`src/rtl/lsu_pkg.sv`:
```
// rtl/lsu_pkg.sv - shared types, funct3 codes and access legality helpers for the load/store unit
package lsu_pkg;

  localparam int LSU_XLEN = 32;

  typedef enum logic [1:0] {
    ST_IDLE = 2'd0,
    ST_REQ  = 2'd1,
    ST_WAIT = 2'd2,
    ST_RESP = 2'd3
  } lsu_state_e;

  localparam logic [2:0] F3_B  = 3'b000;
  localparam logic [2:0] F3_H  = 3'b001;
  localparam logic [2:0] F3_W  = 3'b010;
  localparam logic [2:0] F3_BU = 3'b100;
  localparam logic [2:0] F3_HU = 3'b101;

  // Only the five size/sign encodings are meaningful for this unit.
  function automatic logic f3_legal(input logic [2:0] f3);
    return (f3 == F3_B) || (f3 == F3_H) || (f3 == F3_W) ||
           (f3 == F3_BU) || (f3 == F3_HU);
  endfunction

  // Halfwords need 2-byte alignment, words need 4-byte alignment.
  function automatic logic is_misaligned(input logic [2:0] f3, input logic [1:0] off);
    logic mis;
    mis = 1'b0;
    if ((f3 == F3_H) || (f3 == F3_HU)) mis = off[0];
    else if (f3 == F3_W)               mis = (off != 2'b00);
    return mis;
  endfunction

endpackage

```
`src/rtl/load_store_unit_if.sv`:
```
// rtl/load_store_unit_if.sv - memory-side request/response bus of the load/store unit
interface load_store_unit_if;
  import lsu_pkg::*;

  logic                mem_req;
  logic                mem_we;
  logic [LSU_XLEN-1:0] mem_addr;
  logic [3:0]          mem_be;
  logic [LSU_XLEN-1:0] mem_wdata;
  logic                mem_gnt;
  logic                mem_rvalid;
  logic [LSU_XLEN-1:0] mem_rdata;

  modport master (
    output mem_req, mem_we, mem_addr, mem_be, mem_wdata,
    input  mem_gnt, mem_rvalid, mem_rdata
  );

  modport slave (
    input  mem_req, mem_we, mem_addr, mem_be, mem_wdata,
    output mem_gnt, mem_rvalid, mem_rdata
  );

endinterface

```
`src/rtl/load_store_unit_align.sv`:
```
// rtl/load_store_unit_align.sv - combinational lane alignment and sign/zero extension of load data
module load_align
  import lsu_pkg::*;
(
  input  logic [31:0] rdata,
  input  logic [1:0]  offset,
  input  logic [2:0]  funct3,
  output logic [31:0] ext_data
);

  logic [31:0] shifted;

  // Bring the addressed byte/halfword down to bit 0, then extend by access type.
  always_comb begin
    shifted  = rdata >> {offset, 3'b000};
    ext_data = shifted;
    case (funct3)
      F3_B:    ext_data = {{24{shifted[7]}}, shifted[7:0]};
      F3_H:    ext_data = {{16{shifted[15]}}, shifted[15:0]};
      F3_BU:   ext_data = {24'd0, shifted[7:0]};
      F3_HU:   ext_data = {16'd0, shifted[15:0]};
      default: ext_data = shifted;
    endcase
  end

endmodule

```
`src/rtl/load_store_unit.sv`:
```
// rtl/load_store_unit.sv - single-outstanding load/store unit between execute stage and memory bus
module load_store_unit
  import lsu_pkg::*;
#(
  parameter int DATA_WIDTH = 32
) (
  input  logic                  clk,
  input  logic                  rst,
  input  logic                  lsu_valid,
  input  logic                  MemRead,
  input  logic                  MemWrite,
  input  logic [2:0]            funct3,
  input  logic [DATA_WIDTH-1:0] ALUResult,
  input  logic [DATA_WIDTH-1:0] WriteData,
  output logic [DATA_WIDTH-1:0] ReadData,
  output logic                  lsu_busy,
  output logic                  lsu_done,
  output logic                  lsu_err,
  load_store_unit_if.master     mem
);

  lsu_state_e            state_q, state_d;
  logic [DATA_WIDTH-1:0] addr_q, addr_d;
  logic [DATA_WIDTH-1:0] wdata_q, wdata_d;
  logic [2:0]            funct3_q, funct3_d;
  logic                  we_q, we_d;
  logic                  err_q, err_d;
  logic [DATA_WIDTH-1:0] read_data_q, read_data_d;

  logic                  start;
  logic                  start_bad;
  logic [DATA_WIDTH-1:0] load_ext;

  load_align u_load_align (
    .rdata    (mem.mem_rdata),
    .offset   (addr_q[1:0]),
    .funct3   (funct3_q),
    .ext_data (load_ext)
  );

  // Next-state, latch capture and core-side handshake outputs.
  always_comb begin
    state_d     = state_q;
    addr_d      = addr_q;
    wdata_d     = wdata_q;
    funct3_d    = funct3_q;
    we_d        = we_q;
    err_d       = err_q;
    read_data_d = read_data_q;

    start     = lsu_valid && (MemRead || MemWrite) &&
                ((state_q == ST_IDLE) || (state_q == ST_RESP));
    start_bad = !f3_legal(funct3) || is_misaligned(funct3, ALUResult[1:0]);

    case (state_q)
      ST_REQ:  if (mem.mem_gnt) state_d = we_q ? ST_RESP : ST_WAIT;
      ST_WAIT: if (mem.mem_rvalid) begin
                 read_data_d = load_ext;
                 state_d     = ST_RESP;
               end
      ST_RESP: state_d = ST_IDLE;
      default: state_d = ST_IDLE;
    endcase

    // A start in RESP overrides the return to IDLE so back-to-back accesses have no gap.
    if (start) begin
      addr_d   = ALUResult;
      wdata_d  = WriteData;
      funct3_d = funct3;
      we_d     = MemWrite;
      err_d    = start_bad;
      state_d  = start_bad ? ST_RESP : ST_REQ;
    end

    lsu_busy = start || (state_q == ST_REQ) || (state_q == ST_WAIT);
    lsu_done = (state_q == ST_RESP);
    lsu_err  = (state_q == ST_RESP) && err_q;
  end

  // Memory request lanes are derived purely from the latched access.
  always_comb begin
    mem.mem_req   = (state_q == ST_REQ);
    mem.mem_we    = we_q;
    mem.mem_addr  = {addr_q[DATA_WIDTH-1:2], 2'b00};
    mem.mem_be    = 4'b1111;
    mem.mem_wdata = wdata_q;
    case (funct3_q)
      F3_B, F3_BU: begin
        mem.mem_be    = 4'b0001 << addr_q[1:0];
        mem.mem_wdata = {4{wdata_q[7:0]}};
      end
      F3_H, F3_HU: begin
        mem.mem_be    = 4'b0011 << addr_q[1:0];
        mem.mem_wdata = {2{wdata_q[15:0]}};
      end
      default: begin
        mem.mem_be    = 4'b1111;
        mem.mem_wdata = wdata_q;
      end
    endcase
  end

  // State and latched fields; reset aborts any access in flight.
  always_ff @(posedge clk or posedge rst) begin
    if (rst) begin
      state_q     <= ST_IDLE;
      addr_q      <= '0;
      wdata_q     <= '0;
      funct3_q    <= 3'b000;
      we_q        <= 1'b0;
      err_q       <= 1'b0;
      read_data_q <= '0;
    end else begin
      state_q     <= state_d;
      addr_q      <= addr_d;
      wdata_q     <= wdata_d;
      funct3_q    <= funct3_d;
      we_q        <= we_d;
      err_q       <= err_d;
      read_data_q <= read_data_d;
    end
  end

  assign ReadData = read_data_q;

endmodule

```
`src/flat_wrapper.sv`:
```
// flat-port wrapper written by rule: the top's interface ports become plain ports
module load_store_unit_flat import lsu_pkg::*;
#(
  parameter int DATA_WIDTH = 32
)
  (clk, rst, lsu_valid, MemRead, MemWrite, funct3, ALUResult, WriteData, ReadData, lsu_busy, lsu_done, lsu_err, mem_mem_req, mem_mem_we, mem_mem_addr, mem_mem_be, mem_mem_wdata, mem_mem_gnt, mem_mem_rvalid, mem_mem_rdata);
  load_store_unit_if mem_i ();
  input  logic clk;
  input  logic rst;
  input  logic lsu_valid;
  input  logic MemRead;
  input  logic MemWrite;
  input  logic [2:0] funct3;
  input  logic [DATA_WIDTH-1:0] ALUResult;
  input  logic [DATA_WIDTH-1:0] WriteData;
  output logic [DATA_WIDTH-1:0] ReadData;
  output logic lsu_busy;
  output logic lsu_done;
  output logic lsu_err;
  output wire logic [$bits(mem_i.mem_req)-1:0] mem_mem_req;
  output wire logic [$bits(mem_i.mem_we)-1:0] mem_mem_we;
  output wire logic [$bits(mem_i.mem_addr)-1:0] mem_mem_addr;
  output wire logic [$bits(mem_i.mem_be)-1:0] mem_mem_be;
  output wire logic [$bits(mem_i.mem_wdata)-1:0] mem_mem_wdata;
  input wire logic [$bits(mem_i.mem_gnt)-1:0] mem_mem_gnt;
  input wire logic [$bits(mem_i.mem_rvalid)-1:0] mem_mem_rvalid;
  input wire logic [$bits(mem_i.mem_rdata)-1:0] mem_mem_rdata;
  assign mem_mem_req = mem_i.mem_req;
  assign mem_mem_we = mem_i.mem_we;
  assign mem_mem_addr = mem_i.mem_addr;
  assign mem_mem_be = mem_i.mem_be;
  assign mem_mem_wdata = mem_i.mem_wdata;
  assign mem_i.mem_gnt = mem_mem_gnt;
  assign mem_i.mem_rvalid = mem_mem_rvalid;
  assign mem_i.mem_rdata = mem_mem_rdata;
  load_store_unit #(.DATA_WIDTH(DATA_WIDTH)) u_core (.clk(clk), .rst(rst), .lsu_valid(lsu_valid), .MemRead(MemRead), .MemWrite(MemWrite), .funct3(funct3), .ALUResult(ALUResult), .WriteData(WriteData), .ReadData(ReadData), .lsu_busy(lsu_busy), .lsu_done(lsu_done), .lsu_err(lsu_err), .mem(mem_i));
endmodule
```
`config.mk`:
```
export PLATFORM = sky130hd
export DESIGN_NAME = load_store_unit_flat
export DESIGN_NICKNAME = d
export VERILOG_FILES = /design/src/rtl/lsu_pkg.sv /design/src/rtl/load_store_unit_if.sv /design/src/rtl/load_store_unit_align.sv /design/src/rtl/load_store_unit.sv /design/src/flat_wrapper.sv
export SDC_FILE = /design/constraint.sdc
export NUM_CORES = 1
export LEC_CHECK = 0
export ABC_AREA = 1
export CAP_MARGIN = 20
export CORE_AREA = 2 2 136 98
export DETAILED_ROUTE_END_ITERATION = 16
export DIE_AREA = 0 0 138 100
export MAX_ROUTING_LAYER = met4
export PLACE_DENSITY = 0.81
export SLEW_MARGIN = 20
export SYNTH_ARGS = -nofsm -noshare
export SYNTH_HDL_FRONTEND = slang
export SYNTH_SLANG_ARGS = --single-unit
```
`constraint.sdc`:
```
create_clock -name clk -period 3.6 [get_ports clk]
set_clock_uncertainty 0.1 [all_clocks]
set_input_delay 0.54 -clock clk [delete_from_list [all_inputs] [get_ports clk]]
set_output_delay 0.54 -clock clk [all_outputs]
set_load 0.05 [all_outputs]
```
==> impl_metrics.json <==
{
  "ys_seq_area_share_pct": 47.7,
  "status": "completed",
  "syn-cell-area_um2": 5400,
  "wl_um": 15700,
  "num-fill-cells": 1150,
  "numCtsBuffers": 9,
  "wl_met3_um": 1400,
  "worstPathMaxFanout": 27,
  "drtIter0Drc": 439,
  "cap_violations": 0,
  "cp-end-kind": "output port",
  "path_clk_slew_ns": 0.07,
  "avgRoutedWirePerCell_um": 14.8,
  "start_util_pct": 42.5,
  "clock.fmax_ghz": 0.320,
  "multi_input_area_um2": 2170,
  "clock_path_buffers": 2,
  "met2WireLength_um": 6950,
  "fin_util_pct": 60.1,
  "worst_pin_slew_ns": 0.815,
  "grt_first_pass_wirelength_um": 25300,
  "synthCells": 737,
  "yosys.area.top_type": "dfrtp_1",
  "n_antenna_cell": 0,
  "hpwlAfterDp_um": 11800,
  "drive_gt1_share_pct": 7.61,
  "ys_seq_elements": 103,
  "startpoint_type": "flip-flop",
  "fin_tns_setup_ns": 0,
  "yosys_warnings": 0,
  "reg2reg_setup_slack_ns": 1.22,
  "netlist_top_cells_area": "dfrtp_1, nand2_1, buf_4",
  "post_cts_resized": 0,
  "h-tree-depth": 3,
  "grt_max_degree": 87,
  "cts-root-buf": "clkbuf_16",
  "dieArea_um2": 13800,
  "drc": 0,
  "clk-insertion-delay-late_ns": 0.34,
  "rows": 35,
  "die_h_um": 100,
  "place_congestion": 0.872,
  "hold_violations": 0,
  "firstDrtPassIters": 6,
  "slew_headroom_pct": 45.7,
  "worst_ep_required_time_ns": 2.96,
  "port_buffers": 208,
  "ys_types": 23,
  "syn_to_final_growth_pct": 41.4,
  "min_path_type": "flip-flop to flip-flop",
  "nNetsFinal": 998,
  "vias_per_cell": 4.84,
  "avgSynthCellArea_um2": 7.33,
  "grt_pass1_vias": 4960,
  "slew_viol_final": 0,
  "core_area_um2": 12700,
  "highest_layer": "met4",
  "synth_top_area_share_pct": 47.7,
  "fin_crit_sh_pct": 86.9,
  "tritoncts": "built",
  "m1WireLength_um": 7220,
  "seq_area_um2": 2580,
  "pin_count": 211,
  "cp.arrival_ns": 2.49,
  "worst-setup-path-type": "flip-flop to output port",
  "antenna_found_initial": 0,
  "post_cts_buffers": 0,
  "fin_crit_ns": 3.13,
  "vias": 5132,
  "finalSetupViolCount": 0,
  "rsz0062_at_grt": "false",
  "cts.sinks": 103,
  "drtAntennaViolNets": 0,
  "cts_hold_buffers": 0,
  "grt_use_total_pct": 23.7,
  "die_w_um": 138,
  "overflow": 0
}
## layout make-up
cell class	instances	area share [%]
repair buffers	217	28.2
multi-input cells	509	28.4
inverters	49	2.47
well taps	166	2.72
clock inverters	5	1.05
flip-flops and latches	103	33.8
clock buffers	11	3.31
## critical path: stages (launching register included)
cell and delay (ns):
dfrtp_1 0.71, inv_2 0.34, o211ai_1 0.26, clkdlybuf4s50_1 0.83
## synth_stat cells
cell type / number
a21oi_1: 9
a31oi_1: 1
buf_1: 2
buf_2: 17
buf_4: 42
buf_6: 1
clkbuf_1: 15
conb_1: 1
dfrtp_1: 103
ha_1: 3
inv_1: 46
inv_2: 2
inv_4: 1
nand2_1: 332
nand2_2: 2
nand3_1: 49
nand3_2: 1
nor2_1: 45
nor2_4: 1
o211ai_1: 13
o21ai_0: 34
o22ai_1: 1
or2_2: 16
## worst paths after layout
| kind | endpoint | from | cells after the start |
|---|---|---|---|
| setup / recovery | mem_mem_be[2] | u_core.addr_q[1] | 3 |
| max in group asynchronous | u_core.wdata_q[17] | rst | 3 |
| hold / removal | u_core.wdata_q[20] | u_core.wdata_q[20] | 2 |
| min in group asynchronous | u_core.addr_q[17] | rst | 2 |
| hold reg to reg | u_core.wdata_q[20] | u_core.wdata_q[20] | 2 |
| setup reg to reg | u_core.state_q[1] | u_core.state_q[0] | 9 |
## cell usage in the layout (no fill, tap or decap)
| cell type | Yosys | final |
|---|---|---|
| nand3_2 | 1 | 1 |
| clkinvlp_4 | 0 | 2 |
| clkbuf_8 | 0 | 2 |
| nand3_1 | 49 | 49 |
| inv_2 | 2 | 3 |
| inv_1 | 46 | 44 |
| clkbuf_16 | 0 | 9 |
| nor2_4 | 1 | 2 |
| nor2_1 | 45 | 44 |
| clkinv_2 | 0 | 1 |
| nand2_2 | 2 | 2 |
| buf_12 | 0 | 4 |
| ha_1 | 3 | 3 |
| inv_4 | 1 | 2 |
| a31oi_1 | 1 | 1 |
| clkdlybuf4s50_1 | 0 | 191 |
| conb_1 | 1 | 2 |
| buf_4 | 42 | 22 |
| or2_2 | 16 | 16 |
| o22ai_1 | 1 | 1 |
| bufinv_16 | 0 | 2 |
| o21ai_0 | 34 | 34 |
| o211ai_1 | 13 | 13 |
| a21oi_1 | 9 | 9 |
| nand2_1 | 332 | 332 |
| dfrtp_1 | 103 | 103 |
## logic make-up after synthesis
group	Yosys count	synth area share [%]
flops	103	47.7
simple gates	446	33.2
other cells	1	0.0694
fa+ha+maj	3	0.695
buf+inv	126	12.3
compound gates	58	6.02
## metrics by stage
stage	hold WS, ns	instance area [um2]	instances	setup slack [ns]
floorplan	0.342	5400	738	0.256
global placement	0.353	7300	1044	0.919
detailed placement	0.358	7300	1044	0.892
CTS	0.375	7640	1060	0.506
global route	0.391	7640	1060	0.329
finish	0.373	7640	1060	0.472
## state kept, by name, indices dropped and copies added (netlist names)
signal and flops:
u_core.ReadData 32, u_core.addr_q 32, u_core.wdata_q 32, u_core.funct3_q 3
u_core.state_q 2, u_core.err_q 1, u_core.mem.mem_we 1
## per-layer routing
layer	vias to the layer above	track usage [%]
met3	18	6.25
li1	2531	-
met4	0	4.79
met5	-	-
met1	2347	32.8
met2	236	35.6
Power is left out: the tool's default activity adds up to more than one toggle a clock period on the data nets, which glitch-free logic cannot reach.
==> patch: new RTL, config.mk and constraints unchanged <==
Register the output `lsu_err`, cleared by the reset; this adds one clock of latency there. The other outputs are not delayed to match.
--- a/src/rtl/load_store_unit.sv
+++ b/src/rtl/load_store_unit.sv
@@ -19,4 +19,6 @@
   load_store_unit_if.master     mem
 );
+
+  logic lsu_err_d;
 
   lsu_state_e            state_q, state_d;
@@ -75,5 +77,5 @@
     lsu_busy = start || (state_q == ST_REQ) || (state_q == ST_WAIT);
     lsu_done = (state_q == ST_RESP);
-    lsu_err  = (state_q == ST_RESP) && err_q;
+    lsu_err_d = (state_q == ST_RESP) && err_q;
   end
 
@@ -124,4 +126,12 @@
   assign ReadData = read_data_q;
 
+  always_ff @(posedge clk or posedge rst) begin
+    if (rst) begin
+      lsu_err <= '0;
+    end else begin
+      lsu_err <= lsu_err_d;
+    end
+  end
+
 endmodule
 
Function: changed (a bounded check fails within 4 cycles, from zero or initial values and one cycle with rst high).
==> patch against the unedited design <==
Critical path depth stayed put. Sequential cell count is 1 higher. Cell count hardly changed. Wire length is 3.8% lower. First-iteration DRC count is 26% lower. Final area is 0.46% lower. Synthesized area is 0.46% higher. Setup slack better by 0.045 ns.
Power is left out: the tool's default activity adds up to more than one toggle a clock period on the data nets, which glitch-free logic cannot reach.
==> patch: results (changes against the unedited design) <==
- Gr usage total: 23.2% (was 23.7%)
- Status: completed (unchanged)
- Met1 GRT Util: 31.7% (was 32.8%)
- Largest net degree at the start of global routing: 87 (unchanged)
- Hold_ws: 0.374 ns (was 0.373 ns)
- First-pass GRT wire length: 24,800 µm (was 25,300 µm)
- Number of gates resized after CTS: 0 (unchanged)
- Slew headroom: 47.4% (was 45.7%)
- Wire per inst: 14.3 µm (was 14.8 µm)
- Cells after synthesis: 738 (was 737)
- Placed instance area: 0.00731 mm² (was 0.00730 mm²)
- Inserted Diodes: 0 (unchanged)
- Initial DRT Pass Iterations: 5 (was 6)
- Grt met2 use: 33.6% (was 35.6%)
- Register area share after synthesis: 48.0% (was 47.7%)
- Vias in the first global route: 4,911 (was 4,960)
- Hpwl dp: 11,300 µm (was 11,800 µm)
- Most instantiated cells after synthesis: nand2_1 (332), dfrtp_1 (104), nand3_1 (49) (was nand2_1 (332), dfrtp_1 (103), nand3_1 (49))
- Setup WS post-layout: 0.517 ns (was 0.472 ns)
- Number of fill cells: 1,145 (was 1,150)
- Routability cong.: 0.869 (was 0.872)
- Reg2reg setup slack: 1.26 ns (was 1.22 ns)
- Vias per inst: 4.84 (about the same)
- Via count: 5,134 (was 5,132)
- DP Worst Slack: 0.909 ns (was 0.892 ns)
- Initial DRC count: 327 (was 439)
- Setup violators final: 0 (unchanged)
- Top post-synthesis cells by area: dfrtp_1 (48%), nand2_1 (23%), buf_4 (5.8%), nand3_1 (4.5%), inv_1 (3.2%) (unchanged)
- Placed cell count: 1,045 (was 1,044)
- Crit path DAT: 2.44 ns (was 2.49 ns)
-- patch: worst paths after layout --
| path | from | to | cells past startpoint |
|---|---|---|---|
| worst min register to register | u_core.addr_q[17] | u_core.addr_q[17] | 2 |
| min in group asynchronous | rst | u_core.addr_q[20] | 2 |
| worst min-delay path | u_core.addr_q[17] | u_core.addr_q[17] | 2 |
| max in group asynchronous | rst | u_core.wdata_q[1] | 3 |
| worst max register to register | u_core.state_q[0] | u_core.state_q[1] | 9 |
| worst max-delay path | u_core.addr_q[1] | mem_mem_be[2] | 3 |
-- patch: logic make-up after synthesis --
kind of cell               synth area share [%]
and+or+nand+nor                            33.1
buffers and inverters                      12.2
adders and majority gates                 0.692
other                                    0.0691
DFF                                        48.0
AOI/OAI and AO/OA                          6.00
-- patch: cell type report --
type | instances | area (µm²) | share of cell area, %
Clock buffer | 9 | 225 | 2.96
Clock inverter | 7 | 65.1 | 0.856
Inverter | 49 | 189 | 2.49
Multi-Input combinational cell | 509 | 2170 | 28.6
Sequential cell | 104 | 2600 | 34.2
Tap cell | 166 | 208 | 2.73
Timing Repair Buffer | 217 | 2140 | 28.1
-- patch: worst register-to-register path, cell delays in order (launching register included) --
cell	delay (ns)
dfrtp_1	0.39
inv_1	0.07
ha_1	0.34
nand2_1	0.10
nor2_4	0.12
buf_4	0.63
o211ai_1	0.29
nand3_1	0.13
nand2_1	0.05
nand2_1	0.05
-- patch: metal layers --
| layer | vias up | routed length (µm) |
|---|---|---|
| met5 | - | 0 |
| met4 | 0 | 310 |
| met3 | 25 | 1380 |
| met2 | 226 | 6350 |
| met1 | 2345 | 7100 |
| li1 | 2538 | - |
